[src/rtl/axi_pkg.sv]
// Shared AXI read-side definitions: burst/response encodings, the read FSM
// state type and the burst-length limit used by the read slave.
package axi_pkg;

  localparam logic [1:0] BURST_FIXED = 2'b00;
  localparam logic [1:0] BURST_INCR  = 2'b01;
  localparam logic [1:0] BURST_WRAP  = 2'b10;

  localparam logic [1:0] RESP_OKAY   = 2'b00;
  localparam logic [1:0] RESP_SLVERR = 2'b10;

  localparam int MAX_BURST_LEN = 15;

  typedef enum logic {
    ST_IDLE  = 1'b0,
    ST_BURST = 1'b1
  } rd_state_t;

  // Wrapping bursts are only meaningful for power-of-two beat counts
  function automatic logic wrap_len_ok(input logic [7:0] len);
    return (len == 8'd1) || (len == 8'd3) || (len == 8'd7) || (len == 8'd15);
  endfunction

endpackage

[src/rtl/axi_r_skid.sv]
// Two-entry R-channel buffer. Entry 0 is the head and drives the R outputs
// directly from registers; entry 1 absorbs the beat that is already in flight
// from memory when the master stalls.
module axi_r_skid #(
  parameter int ID_W = 4
) (
  input  logic            clk,
  input  logic            rst,
  input  logic            push,
  input  logic            pop,
  input  logic [ID_W-1:0] push_id,
  input  logic [31:0]     push_data,
  input  logic [1:0]      push_resp,
  input  logic            push_last,
  output logic [1:0]      count,
  output logic [ID_W-1:0] rid,
  output logic [31:0]     rdata,
  output logic [1:0]      rresp,
  output logic            rlast,
  output logic            rvalid
);

  localparam int BW = ID_W + 35;

  logic [BW-1:0] head;
  logic [BW-1:0] spare;
  logic [BW-1:0] in_beat;
  logic          do_pop;

  assign in_beat = {push_id, push_data, push_resp, push_last};
  assign do_pop  = pop & (count != 2'd0);
  assign {rid, rdata, rresp, rlast} = head;
  assign rvalid  = (count != 2'd0);

  // Shift the spare into the head on a pop; an empty head is cleared so idle R outputs read as zero
  always_ff @(posedge clk) begin
    if (rst) begin
      count <= 2'd0;
      head  <= '0;
      spare <= '0;
    end else begin
      case ({push, do_pop})
        2'b10: begin
          if (count == 2'd0) head <= in_beat;
          else               spare <= in_beat;
          count <= count + 2'd1;
        end
        2'b01: begin
          if (count == 2'd2) head <= spare;
          else               head <= '0;
          count <= count - 2'd1;
        end
        2'b11: begin
          if (count == 2'd2) begin
            head  <= spare;
            spare <= in_beat;
          end else begin
            head <= in_beat;
          end
        end
        default: ;
      endcase
    end
  end

endmodule

[src/rtl/axi_burst_read_slave.sv]
// AXI3 read responder in front of a 1-cycle-latency single-port memory.
// Accepts one AR at a time, walks FIXED/INCR (and optionally WRAP) burst
// addresses and streams R beats through a 2-entry buffer at one beat per cycle.
// Build option: define AXI_RD_WRAP_EN to serve WRAP bursts; without it every
// WRAP request is answered as an error burst.
module axi_burst_read_slave
  import axi_pkg::*;
#(
  parameter int ADDR_W = 14,
  parameter int ID_W   = 4
) (
  input  logic              clk,
  input  logic              rst,
  input  logic [ID_W-1:0]   arid,
  input  logic [31:0]       araddr,
  input  logic [7:0]        arlen,
  input  logic [2:0]        arsize,
  input  logic [1:0]        arburst,
  input  logic              arvalid,
  output logic              arready,
  output logic [ID_W-1:0]   rid,
  output logic [31:0]       rdata,
  output logic [1:0]        rresp,
  output logic              rlast,
  output logic              rvalid,
  input  logic              rready,
  output logic              mem_en,
  output logic [ADDR_W-1:0] mem_addr,
  input  logic [31:0]       mem_rdata
);

  rd_state_t         state;
  logic [ID_W-1:0]   cur_id;
  logic [ADDR_W-1:0] cur_addr;
  logic [ADDR_W-1:0] next_addr;
  logic [1:0]        cur_burst;
  logic              cur_err;
  logic [7:0]        issue_cnt;
  logic              issue_pending;
  logic              inflight;
  logic              inflight_last;
  logic [1:0]        occ;
  logic [2:0]        fill;
  logic              pop;
  logic              issue;
  logic              req_err;
  logic              unused_addr_bits;
`ifdef AXI_RD_WRAP_EN
  logic [7:0]        cur_len;
  logic [ADDR_W-1:0] wrap_mask;
`endif

  assign unused_addr_bits = ^{araddr[31:ADDR_W+2], araddr[1:0]};

  assign arready = (state == ST_IDLE) & ~rst;
  assign pop     = rvalid & rready;

  // Beats held in the buffer plus the one coming back from memory, net of this cycle's pop
  assign fill  = {1'b0, occ} + {2'b00, inflight} - {2'b00, pop};
  assign issue = ~rst & (state == ST_BURST) & issue_pending & (fill < 3'd2);

  assign mem_en   = issue & ~cur_err;
  assign mem_addr = cur_addr;

  // Classify the incoming request; anything unsupported becomes an error burst of len+1 beats
  always_comb begin
    req_err = 1'b0;
    if (arsize != 3'd2) req_err = 1'b1;
    if (arlen > 8'(MAX_BURST_LEN)) req_err = 1'b1;
    case (arburst)
      BURST_FIXED, BURST_INCR: ;
`ifdef AXI_RD_WRAP_EN
      BURST_WRAP: if (!wrap_len_ok(arlen)) req_err = 1'b1;
`else
      BURST_WRAP: req_err = 1'b1;
`endif
      default: req_err = 1'b1;
    endcase
  end

`ifdef AXI_RD_WRAP_EN
  assign wrap_mask = ADDR_W'(cur_len[3:0]);
`endif

  // Address of the beat after the one being issued now
  always_comb begin
    next_addr = cur_addr;
    case (cur_burst)
      BURST_INCR: next_addr = cur_addr + ADDR_W'(1);
`ifdef AXI_RD_WRAP_EN
      BURST_WRAP: next_addr = (cur_addr & ~wrap_mask) | ((cur_addr + ADDR_W'(1)) & wrap_mask);
`endif
      default: next_addr = cur_addr;
    endcase
  end

  // Burst sequencer: latch the request, issue reads, and return to idle when the last beat is taken
  always_ff @(posedge clk) begin
    if (rst) begin
      state         <= ST_IDLE;
      cur_id        <= '0;
      cur_addr      <= '0;
      cur_burst     <= BURST_FIXED;
      cur_err       <= 1'b0;
      issue_cnt     <= 8'd0;
      issue_pending <= 1'b0;
      inflight      <= 1'b0;
      inflight_last <= 1'b0;
`ifdef AXI_RD_WRAP_EN
      cur_len       <= 8'd0;
`endif
    end else begin
      inflight      <= issue;
      inflight_last <= issue & (issue_cnt == 8'd0);
      case (state)
        ST_IDLE: begin
          if (arvalid) begin
            cur_id        <= arid;
            cur_addr      <= araddr[ADDR_W+1:2];
            cur_burst     <= arburst;
            cur_err       <= req_err;
            issue_cnt     <= arlen;
            issue_pending <= 1'b1;
`ifdef AXI_RD_WRAP_EN
            cur_len       <= arlen;
`endif
            state         <= ST_BURST;
          end
        end
        ST_BURST: begin
          if (issue) begin
            cur_addr <= next_addr;
            if (issue_cnt == 8'd0) issue_pending <= 1'b0;
            else                   issue_cnt     <= issue_cnt - 8'd1;
          end
          if (pop & rlast) state <= ST_IDLE;
        end
        default: state <= ST_IDLE;
      endcase
    end
  end

  axi_r_skid #(.ID_W(ID_W)) u_skid (
    .clk       (clk),
    .rst       (rst),
    .push      (inflight),
    .pop       (pop),
    .push_id   (cur_id),
    .push_data (cur_err ? 32'd0 : mem_rdata),
    .push_resp (cur_err ? RESP_SLVERR : RESP_OKAY),
    .push_last (inflight_last),
    .count     (occ),
    .rid       (rid),
    .rdata     (rdata),
    .rresp     (rresp),
    .rlast     (rlast),
    .rvalid    (rvalid)
  );

endmodule
[config.mk]
export PLATFORM = sky130hd
export DESIGN_NAME = axi_burst_read_slave
export DESIGN_NICKNAME = d
export VERILOG_FILES = /design/src/rtl/axi_pkg.sv /design/src/rtl/axi_r_skid.sv /design/src/rtl/axi_burst_read_slave.sv
export SDC_FILE = /design/constraint.sdc
export NUM_CORES = 1
export LEC_CHECK = 0
export ABC_AREA = 1
export CAP_MARGIN = 10
export CORE_MARGIN = 2
export CORE_UTILIZATION = 45
export CTS_BUF_LIST = sky130_fd_sc_hd__clkbuf_4
export DETAILED_ROUTE_END_ITERATION = 7
export DONT_BUFFER_PORTS = 1
export GPL_TIMING_DRIVEN = 0
export PLACE_DENSITY_LB_ADDON = 0.2
export SYNTH_ARGS = -nofsm -noshare
export SYNTH_HDL_FRONTEND = slang
export SYNTH_SLANG_ARGS = --single-unit
[constraint.sdc]
create_clock -name clk -period 3.6 [get_ports clk]
set_input_delay 0.9 -clock clk [delete_from_list [all_inputs] [get_ports clk]]
set_output_delay 0.9 -clock clk [all_outputs]
set_load 0.1 [all_outputs]
==> Word-level counts from Yosys, hierarchy flattened <==
Index checks and enable logic that the tools add are counted.
{ "classes": {"n_addsub": 6, "mul": 0, "n_div": 0, "order_cmp": 2, "eq_ne": 15, "n_shift": 0, "muxes": 28, "n_bitwise": 12, "n_reduce_logical": 14} }
{ "op_table": {"columns": ["cell", "n"], "rows": [
  ["2-to-1 mux 39 bit", 5],
  ["one-hot mux 39 bit (3 select lines)", 1],
  ["one-hot mux 39 bit (2 select lines)", 1],
  ["2-to-1 mux 14 bit", 3],
  ["2-to-1 mux 32 bit", 1],
  ["one-hot mux 14 bit (2 select lines)", 1],
  ["2-to-1 mux 8 bit", 3],
  ["one-hot mux 8 bit (2 select lines)", 1],
  ["adder 14 x 1 -> 14 bit (second input constant)", 1],
  ["AND reduction 3 bit", 4],
  ["inequality test 2 x 1 -> 1 bit (second input constant)", 5],
  ["AND 1 bit", 9],
  ["> comparator 8 x 4 -> 1 bit (second input constant)", 1],
  ["logical NOT 8 bit", 1],
  ["2-to-1 mux 1 bit", 8],
  ["subtractor 8 x 1 -> 8 bit (second input constant)", 1],
  ["equality test 2 x 1 -> 1 bit (second input constant)", 3],
  ["equality test 2 bit (second input constant)", 3],
  ["inequality test 2 bit (second input constant)", 3],
  ["nonzero test 2 bit", 3],
  ["logical NOT 2 bit", 2],
  ["one-hot mux 1 bit (2 select lines)", 2],
  ["one-hot mux 2 bit (2 select lines)", 1],
  ["AND reduction 2 bit", 2],
  ["10 further kinds", 12]
]} }
{ "word_totals": {"regBits": 113, "latchBits": 0, "ram_bits": 0, "rom_bits": 0, "inputBits": 85, "output_inout_bits": 56, "memories": 0} }

==> Logic depth before layout (Yosys ltp) <==
Gate-level depths: netlist of the first run.
{ "depth": {"ltp_word": 7, "ltp_mapped": 17, "ltp_nobuf": 16} }

==> Hierarchy <==
From an unflattened synthesis of the first run, not the netlist that was laid out.
{ "hier_totals": {"hier_cells": 976, "hier_area_um2": 6125.9} }
{ "by_module_without_submodules": {"columns": ["mod", "n_inst", "cells_each", "area_each_um2", "seq_area_each_um2"], "rows": [
  ["axi_r_skid", 1, 587, 3881.2, 1601.5],
  ["axi_burst_read_slave", 1, 389, 2244.7, 660.6]
]} }

==> Least setup slack after synthesis of the first run <==
OpenSTA, ideal clock, no wires.
{ "synth_timing": {"path_type": "input -> output", "from": "input rready", "to": "output mem_en", "t_arrival_ps": 3700, "slack_ps": -1000, "path_stages": 10, "path_buffers": 0, "path_cell_list": "nand2_4 inv_1 ha_1 or2_2 fa_1 nand2_1 nor2_1 and2_4 inv_1 nor2_1"} }
{ "synth_between": {"elab_chain_cells": 5} }
{ "synth_lines": {"columns": ["element", "line", "text"], "rows": [
  ["from (decl)", "axi_burst_read_slave.sv:26", "input logic rready,"],
  ["AND 1 bit", "axi_burst_read_slave.sv:56", "assign pop = rvalid & rready;"],
  ["subtractor 3 x 1 -> 3 bit", "axi_burst_read_slave.sv:59", "assign fill = {1'b0, occ} + {2'b00, inflight} - {2'b00, pop};"],
  ["< comparator 3 x 2 -> 1 bit", "axi_burst_read_slave.sv:60", "assign issue = ~rst & (state == ST_BURST) & issue_pending & (fill < 3'd2);"],
  ["AND 1 bit", "axi_burst_read_slave.sv:60", null],
  ["AND 1 bit", "axi_burst_read_slave.sv:62", "assign mem_en = issue & ~cur_err;"],
  ["to (decl)", "axi_burst_read_slave.sv:27", "output logic mem_en,"]
]} }
No other way between the ends.

==> Worst setup path in the final report of the first run <==
{ "layout_timing": {"from": "register u_skid.count[1]", "to": "output mem_en"} }
{ "layout_between": {"elab_chain_cells": 6} }
{ "layout_lines": {"columns": ["element", "line", "text"], "rows": [
  ["from (decl)", "axi_r_skid.sv:15", "output logic [1:0] count,"],
  ["from (signal assigned)", "axi_r_skid.sv:46", "count <= count + 2'd1;"],
  ["from (signal assigned)", "axi_r_skid.sv:51", "count <= count - 2'd1;"],
  ["nonzero test 2 bit", "axi_r_skid.sv:33", "assign rvalid = (count != 2'd0);"],
  ["net rvalid", "axi_burst_read_slave.sv:25", "output logic rvalid,"],
  ["AND 1 bit", "axi_burst_read_slave.sv:56", null],
  ["subtractor 3 x 1 -> 3 bit", "axi_burst_read_slave.sv:59", null],
  ["< comparator 3 x 2 -> 1 bit", "axi_burst_read_slave.sv:60", null],
  ["AND 1 bit", "axi_burst_read_slave.sv:60", null],
  ["AND 1 bit", "axi_burst_read_slave.sv:62", null]
]} }
The timed path passes the listed nets, and every way through them passes these cells.

==> flow_metrics.env, run 1 <==
export IMPL_cp_data_required_time_ns=2.70
export IMPL_placed_cells_incl_taps=928
export IMPL_power_leakage_nw=2.376
export IMPL_p_seq_frac=0.625
export IMPL_setup_viol=1
export IMPL_finalWeightedCongestion=0.8519
export IMPL_hold_violations=0
export IMPL_power_switching_fraction=0.4259
export IMPL_clock_skew_final_ns=0.01489
export IMPL_gr_usage_all_layers=0.2178
export IMPL_core_area_mm2=0.01186
export IMPL_holdCritPathClass="reg -> reg"
export IMPL_p_sw_w=0.001287
export IMPL_viasPerCell=5.288
export IMPL_max_slew_margin=0.2481
export IMPL_crit_path_end_kind="output port"
export IMPL_clock_tree_from_tritoncts="built"
export IMPL_start_util=0.4555
export IMPL_grt_pass1_vias=4837
export IMPL_ys_seq_area_frac=0.4113
export IMPL_reg2reg_depth=15
export IMPL_clock_sinks=111
export IMPL_clock_latency_on_the_worst_skew_pair_ns=0.48
export IMPL_fmax_mhz=256.4
export IMPL_clockBufferDepth=2
export IMPL_pd_cells_mw_per_mm2=517.7
export IMPL_comb_power_share=0.175
export IMPL_layout_cells_most_common_list="127 x nor2_1, 109 x dfxtp_1, 96 x inv_1, 95 x o21ai_0, 94 x a21oi_1"
export IMPL_die_w_um=113.6
export IMPL_violations="negative setup slack"
export IMPL_clockPowerShare=0.200
export IMPL_top_level_ports=141
export IMPL_tns_ns=-0.3008
export IMPL_hpwl_after_detailed_placement_um=10220
export IMPL_cts_htree_levels=3
export IMPL_cts_root_buffer="clkbuf_4"
export IMPL_tritoncts_num_buffers=9
export IMPL_synth_cell_area_mm2=0.005403
export IMPL_slew_viol_final=0
export IMPL_layoutNonFillerInstCount=949
export IMPL_finish_utilization=0.4920
export IMPL_p_int_w=0.001734
export IMPL_placement_rows=40
export IMPL_irDropWorstVdd_v=0.0001699
export IMPL_rsz_0062_raised_after_global_routing="true"
export IMPL_finalWorstPathRequiredPeriod_ns=3.901
export IMPL_totalWireLength_um=13940
export IMPL_route_antenna_remaining_nets=0
export IMPL_most_frequent_standard_cell_in_the_layout_excluding_fill_and_tap_cells="nor2_1"
export IMPL_syn_instance_count=781
export IMPL_port_buffers=0
export IMPL_dieArea_mm2=0.01290
export IMPL_via_count=5018
export IMPL_synthesis_warning_total=0
export IMPL_initialDrtViolationCount=345
export IMPL_layout_setup_ws_ns=-0.3008
export IMPL_worst_setup_path_start_kind="flip-flop"
export IMPL_fin_total_pwr_w=0.003021
export IMPL_critPathMaxFanout=2
export IMPL_worst_setup_hold_path_clk_slew_ns=0.15
export IMPL_route_detailed_wl_per_inst_um=14.68
export IMPL_die_y_um=113.6
export IMPL_timing_final_crit_share=1.084
export IMPL_drcViolationCount=0
export IMPL_layout_drive_gt1_share=0.09601
export IMPL_ys_seq_elements=111
export IMPL_yosysUniqueCellTypes=36
export IMPL_mappedNetlistNets=873
export IMPL_run_status="finished with violations"
export IMPL_arrival_ns=3.00
export IMPL_synth_avg_cell_area_um2=6.918
export IMPL_antenna_found_initial=2
export IMPL_number_of_stages_on_the_worst_hold_path=2
export IMPL_cap_viol_max_count=0
export IMPL_count_of_inserted_antenna_diode_cells=0
export IMPL_grt_pass1_wl_um=22650
export IMPL_grt_overflow_total=0
export IMPL_final_nets=892
export IMPL_number_of_optimization_iterations_in_the_first_detailed_route_pass=5
export IMPL_grt_max_degree=17
export IMPL_path_class="reg -> out"
export IMPL_flow_area_growth_from_synthesis_pct=8.013
export IMPL_max_slew_worst_pin_slew_ns=1.126
## power by group through the flow
stage               registers (W)  clock network [W]  logic [W]
finish                    0.00189           0.000605   0.000527
detailed placement        0.00192                  0   0.000510
floorplan                 0.00189                  0   0.000411
CTS                       0.00189           0.000627   0.000528
global placement          0.00191                  0   0.000496
global route              0.00190           0.000675   0.000601
## registers in the layout, summed over array words and instances (netlist names), 2 cells and up
| register | count |
|---|---|
| cur_id | 4 |
| issue_cnt | 8 |
| u_skid.count | 2 |
| mem_addr | 14 |
| u_skid.spare | 38 |
| cur_burst | 2 |
| u_skid.head | 38 |
## cell usage after synthesis (all sizes together)
cell type / n / share of area
conb: 1 / 0.00069
a21oi: 96 / 0.090
dfxtp: 111 / 0.41
clkbuf: 22 / 0.015
or2: 4 / 0.0046
o21ai: 144 / 0.14
a31oi: 3 / 0.0035
and2: 1 / 0.0016
mux2i: 1 / 0.0019
buf: 27 / 0.040
o211a: 1 / 0.0019
nand3: 22 / 0.022
nor4: 2 / 0.0023
ha: 6 / 0.014
nand3b: 1 / 0.0014
o31ai: 1 / 0.0014
nor2: 130 / 0.090
fa: 1 / 0.0037
xnor2: 1 / 0.0016
o211ai: 2 / 0.0037
inv: 102 / 0.071
nand2: 94 / 0.072
xor2: 2 / 0.0032
nand4: 6 / 0.0069
## cell type report
class | instances | area, µm²
timing repair buffer | 8 | 60.06
fill | 1218 | 6026
tap | 147 | 183.9
buffer | 49 | 299.0
multi-input combinational | 519 | 2544
inverter | 102 | 397.9
sequential | 111 | 2230
clock buffer | 10 | 75.07
clock inverter | 3 | 46.29
## what timing repair did
item / CTS / global route
setup endpoints to repair: 1 / 1
hold buffers: 0 / 0
resized for setup: 9 / 0
cloned: 0 / 0
hold endpoints to repair: 0 / 0
buffers inserted: 7 / 1
pin swaps: 6 / 4
## critical path, cell delays in order, from the launching register on
cell and delay (ns):
dfxtp_4 0.39, inv_6 0.07, nand2_8 0.14, nand2_8 0.10, inv_4 0.03, ha_4 0.19
or2_4 0.22, fa_1 0.49, nand2_1 0.07, nor2_2 0.10, and2_4 0.17, inv_4 0.04
nor2_4 0.51
## layer usage
metal	wire length, µm	vias to the layer above	global-route usage
met4	277	2	0.08211
met3	1008	22	0.06270
met2	6621	158	0.3752
li1	-	2548	-
met1	6019	2288	0.2578
met5	7	-	0
## cell families after synthesis
| logic type | synth area share |
|---|---|
| simple gates | 0.2013 |
| compound gates | 0.2362 |
| buf+inv | 0.1262 |
| flops | 0.4113 |
| fa+ha+maj | 0.01760 |
| xor+xnor | 0.004864 |
| other cells | 0.0006941 |
| mux | 0.001853 |
## per-stage QoR
stage | instance area, µm² | setup WS [ns] | hold slack (ns)
after global placement | 5625 | -0.1553 | 0.4327
final | 5836 | -0.3008 | 0.4611
after global routing | 5836 | -0.4084 | 0.4727
after CTS | 5828 | -0.3625 | 0.4604
after detailed placement | 5628 | -0.1727 | 0.4401
after floorplan | 5441 | -0.06085 | 0.4245
## final timing paths
kind | startpoint | to | slack, ns
min | u_skid.spare[16]$_SDFFE_PP0P_ | u_skid.spare[16]$_SDFFE_PP0P_ | 0.46
max | u_skid.count[1]$_SDFFE_PP0P_ | mem_en | -0.30
min reg2reg | u_skid.spare[16]$_SDFFE_PP0P_ | u_skid.spare[16]$_SDFFE_PP0P_ | 0.46
max reg2reg | u_skid.count[1]$_SDFFE_PP0P_ | mem_addr[4]$_SDFFE_PP0P_ | 0.94
Power figures use the tool's default switching activity.
==> run 2: changes to the inputs <==
--- a/config.mk
+++ b/config.mk
@@ -7,6 +7,8 @@
 export LEC_CHECK = 0
 export ABC_AREA = 1
 export CAP_MARGIN = 10
+export CELL_PAD_IN_SITES_DETAIL_PLACEMENT = 1
+export CELL_PAD_IN_SITES_GLOBAL_PLACEMENT = 1
 export CORE_MARGIN = 2
 export CORE_UTILIZATION = 45
 export CTS_BUF_LIST = sky130_fd_sc_hd__clkbuf_4
==> flow_metrics.env, run 2 (synthesis gave the netlist of run 1 again) <==
export IMPL_run_status="finished with violations"
export IMPL_violations="negative setup slack"
export IMPL_ff2ff_setup_slack_ns=0.38
export IMPL_viasPerCell=5.318
export IMPL_hpwl_after_detailed_placement_um=11240
export IMPL_dpl_cell_area_mm2=0.005628
export IMPL_layout_drive_gt1_share=0.1048
export IMPL_cp_startpoint="u_skid.count[1]$_SDFFE_PP0P_"
export IMPL_tritoncts_num_buffers=9
export IMPL_most_frequent_standard_cell_in_the_layout_excluding_fill_and_tap_cells="nor2_1"
export IMPL_layout_cells_most_common_list="127 x nor2_1, 109 x dfxtp_1, 96 x inv_1, 95 x o21ai_0, 94 x a21oi_1"
export IMPL_max_slew_worst_pin_slew_ns=1.139
export IMPL_cts_root_buffer="clkbuf_4"
export IMPL_via_count=5095
export IMPL_route_antenna_remaining_nets=0
export IMPL_pd_cells_mw_per_mm2=520.0
export IMPL_p_seq_frac=0.616
export IMPL_cap_viol_max_count=0
export IMPL_rsz_0062_raised_after_global_routing="true"
export IMPL_start_util=0.4555
export IMPL_clock_tree_from_tritoncts="built"
export IMPL_antenna_found_initial=0
export IMPL_timing_final_crit_share=1.103
export IMPL_core_area_mm2=0.01186
export IMPL_max_slew_margin=0.2393
export IMPL_arrival_ns=3.07
export IMPL_cts_hold_fix_buffers=0
export IMPL_dieArea_mm2=0.01290
export IMPL_flow_area_growth_from_synthesis_pct=9.148
export IMPL_clock_skew_final_ns=0.01407
export IMPL_irDropWorstVdd_v=0.0001820
export IMPL_power_leakage_nw=2.420
export IMPL_cts_htree_levels=3
export IMPL_hold_start="u_skid.spare[22]$_SDFFE_PP0P_"
export IMPL_power_switching_fraction=0.4310
export IMPL_holdCritPathClass="reg -> reg"
export IMPL_hold_violations=0
export IMPL_final_nets=898
export IMPL_drcViolationCount=0
export IMPL_setup_viol=1
export IMPL_grt_overflow_total=0
export IMPL_number_of_stages_on_the_worst_hold_path=2
export IMPL_crit_path_end_kind="output port"
export IMPL_initialDrtViolationCount=151
export IMPL_finished_layout_cell_area_mm2=0.005897
export IMPL_gr_usage_all_layers=0.2430
export IMPL_worst_setup_path_start_kind="flip-flop"
export IMPL_p_sw_w=0.001322
export IMPL_top_level_ports=141
export IMPL_die_y_um=113.6
export IMPL_layout_setup_ws_ns=-0.3690
export IMPL_p_int_w=0.001745
export IMPL_clockBufferDepth=2
export IMPL_finalWeightedCongestion=0.8792
export IMPL_route_detailed_wl_per_inst_um=16.01
export IMPL_hold_ws_ns=0.4616
export IMPL_die_w_um=113.6
export IMPL_clockPowerShare=0.207
export IMPL_clock_sinks=111
export IMPL_totalWireLength_um=15340
export IMPL_fmax_mhz=252.0
export IMPL_reg2reg_depth=20
export IMPL_path_class="reg -> out"
export IMPL_comb_power_share=0.178
export IMPL_rr_startpoint="u_skid.count[1]$_SDFFE_PP0P_"
export IMPL_nFillCells=1579
export IMPL_count_of_inserted_antenna_diode_cells=0
export IMPL_finalWorstPathRequiredPeriod_ns=3.969
export IMPL_port_buffers=0
export IMPL_worstHoldEndpoint="u_skid.spare[22]$_SDFFE_PP0P_"
export IMPL_worst_setup_hold_path_clk_slew_ns=0.16
export IMPL_grt_pass1_vias=5226
export IMPL_placement_rows=40
export IMPL_slew_viol_final=0
export IMPL_rr_endpoint="mem_addr[0]$_SDFFE_PP0P_"
export IMPL_number_of_optimization_iterations_in_the_first_detailed_route_pass=4
export IMPL_clock_latency_on_the_worst_skew_pair_ns=0.48
export IMPL_critPathMaxFanout=2
export IMPL_cp_data_required_time_ns=2.70
export IMPL_grt_max_degree=18
export IMPL_grt_pass1_wl_um=25250
## run 2: cell type report
type | instances | area (µm²) | share of cell area
multi-input cells | 519 | 2546 | 0.4318
flip-flops and latches | 111 | 2230 | 0.3781
inverters | 102 | 397.9 | 0.06747
plain buffers | 49 | 299.0 | 0.05071
well taps | 147 | 183.9 | 0.03119
repair buffers | 14 | 105.1 | 0.01782
clock buffers | 10 | 75.07 | 0.01273
clock inverters | 6 | 60.06 | 0.01018
## run 2: worst max path at each step
stage | end | depth (start not counted)
global route | mem_en | 12
finish | mem_en | 12
global placement | mem_en | 10
floorplan | mem_en | 10
CTS | mem_en | 12
detailed placement | mem_en | 10
## run 2: metal layers
metal	vias to the layer above	share of wire	global-route usage
met2	119	0.49	0.4287
met5	-	0	0
met3	15	0.053	0.05048
met4	0	0.016	0.08618
li1	2560	-	-
met1	2401	0.44	0.2937
## run 2: worst max-delay path, stage by stage (launching register included)
cell and delay, ns:
dfxtp_4 0.39, inv_6 0.07, nand2_8 0.15, nand2_8 0.10
inv_4 0.04, ha_4 0.19, or2_4 0.22, fa_1 0.54
nand2_2 0.06, nor2_2 0.10, and2_4 0.17, inv_4 0.04
nor2_4 0.51
## run 2: power by group through the flow
stage	registers, W	clock network, W	logic, W
floorplan	0.00189	0	0.000411
global placement	0.00191	0	0.000503
detailed placement	0.00192	0	0.000525
CTS	0.00189	0.000656	0.000545
global route	0.00190	0.000705	0.000621
finish	0.00189	0.000634	0.000545
## run 2: repair_timing
action                     in CTS  in global routing
setup endpoints to repair       1                  1
cloned                          0                  0
buffers inserted               11                  3
pin swaps                       6                  5
gates resized for setup         9                  1
## run 2: through the flow
step	total power, W	setup slack [ns]	setup TNS (ns)	std cells	utilization
after global placement	0.002415	-0.1475	-0.1475	928	0.4743
after detailed placement	0.002441	-0.1464	-0.1464	928	0.4745
after global routing	0.003229	-0.5048	-0.5048	958	0.4972
after floorplan	0.002302	-0.06085	-0.06085	781	-
after CTS	0.003090	-0.3554	-0.3554	955	0.4950
final	0.003067	-0.3690	-0.3690	958	0.4972
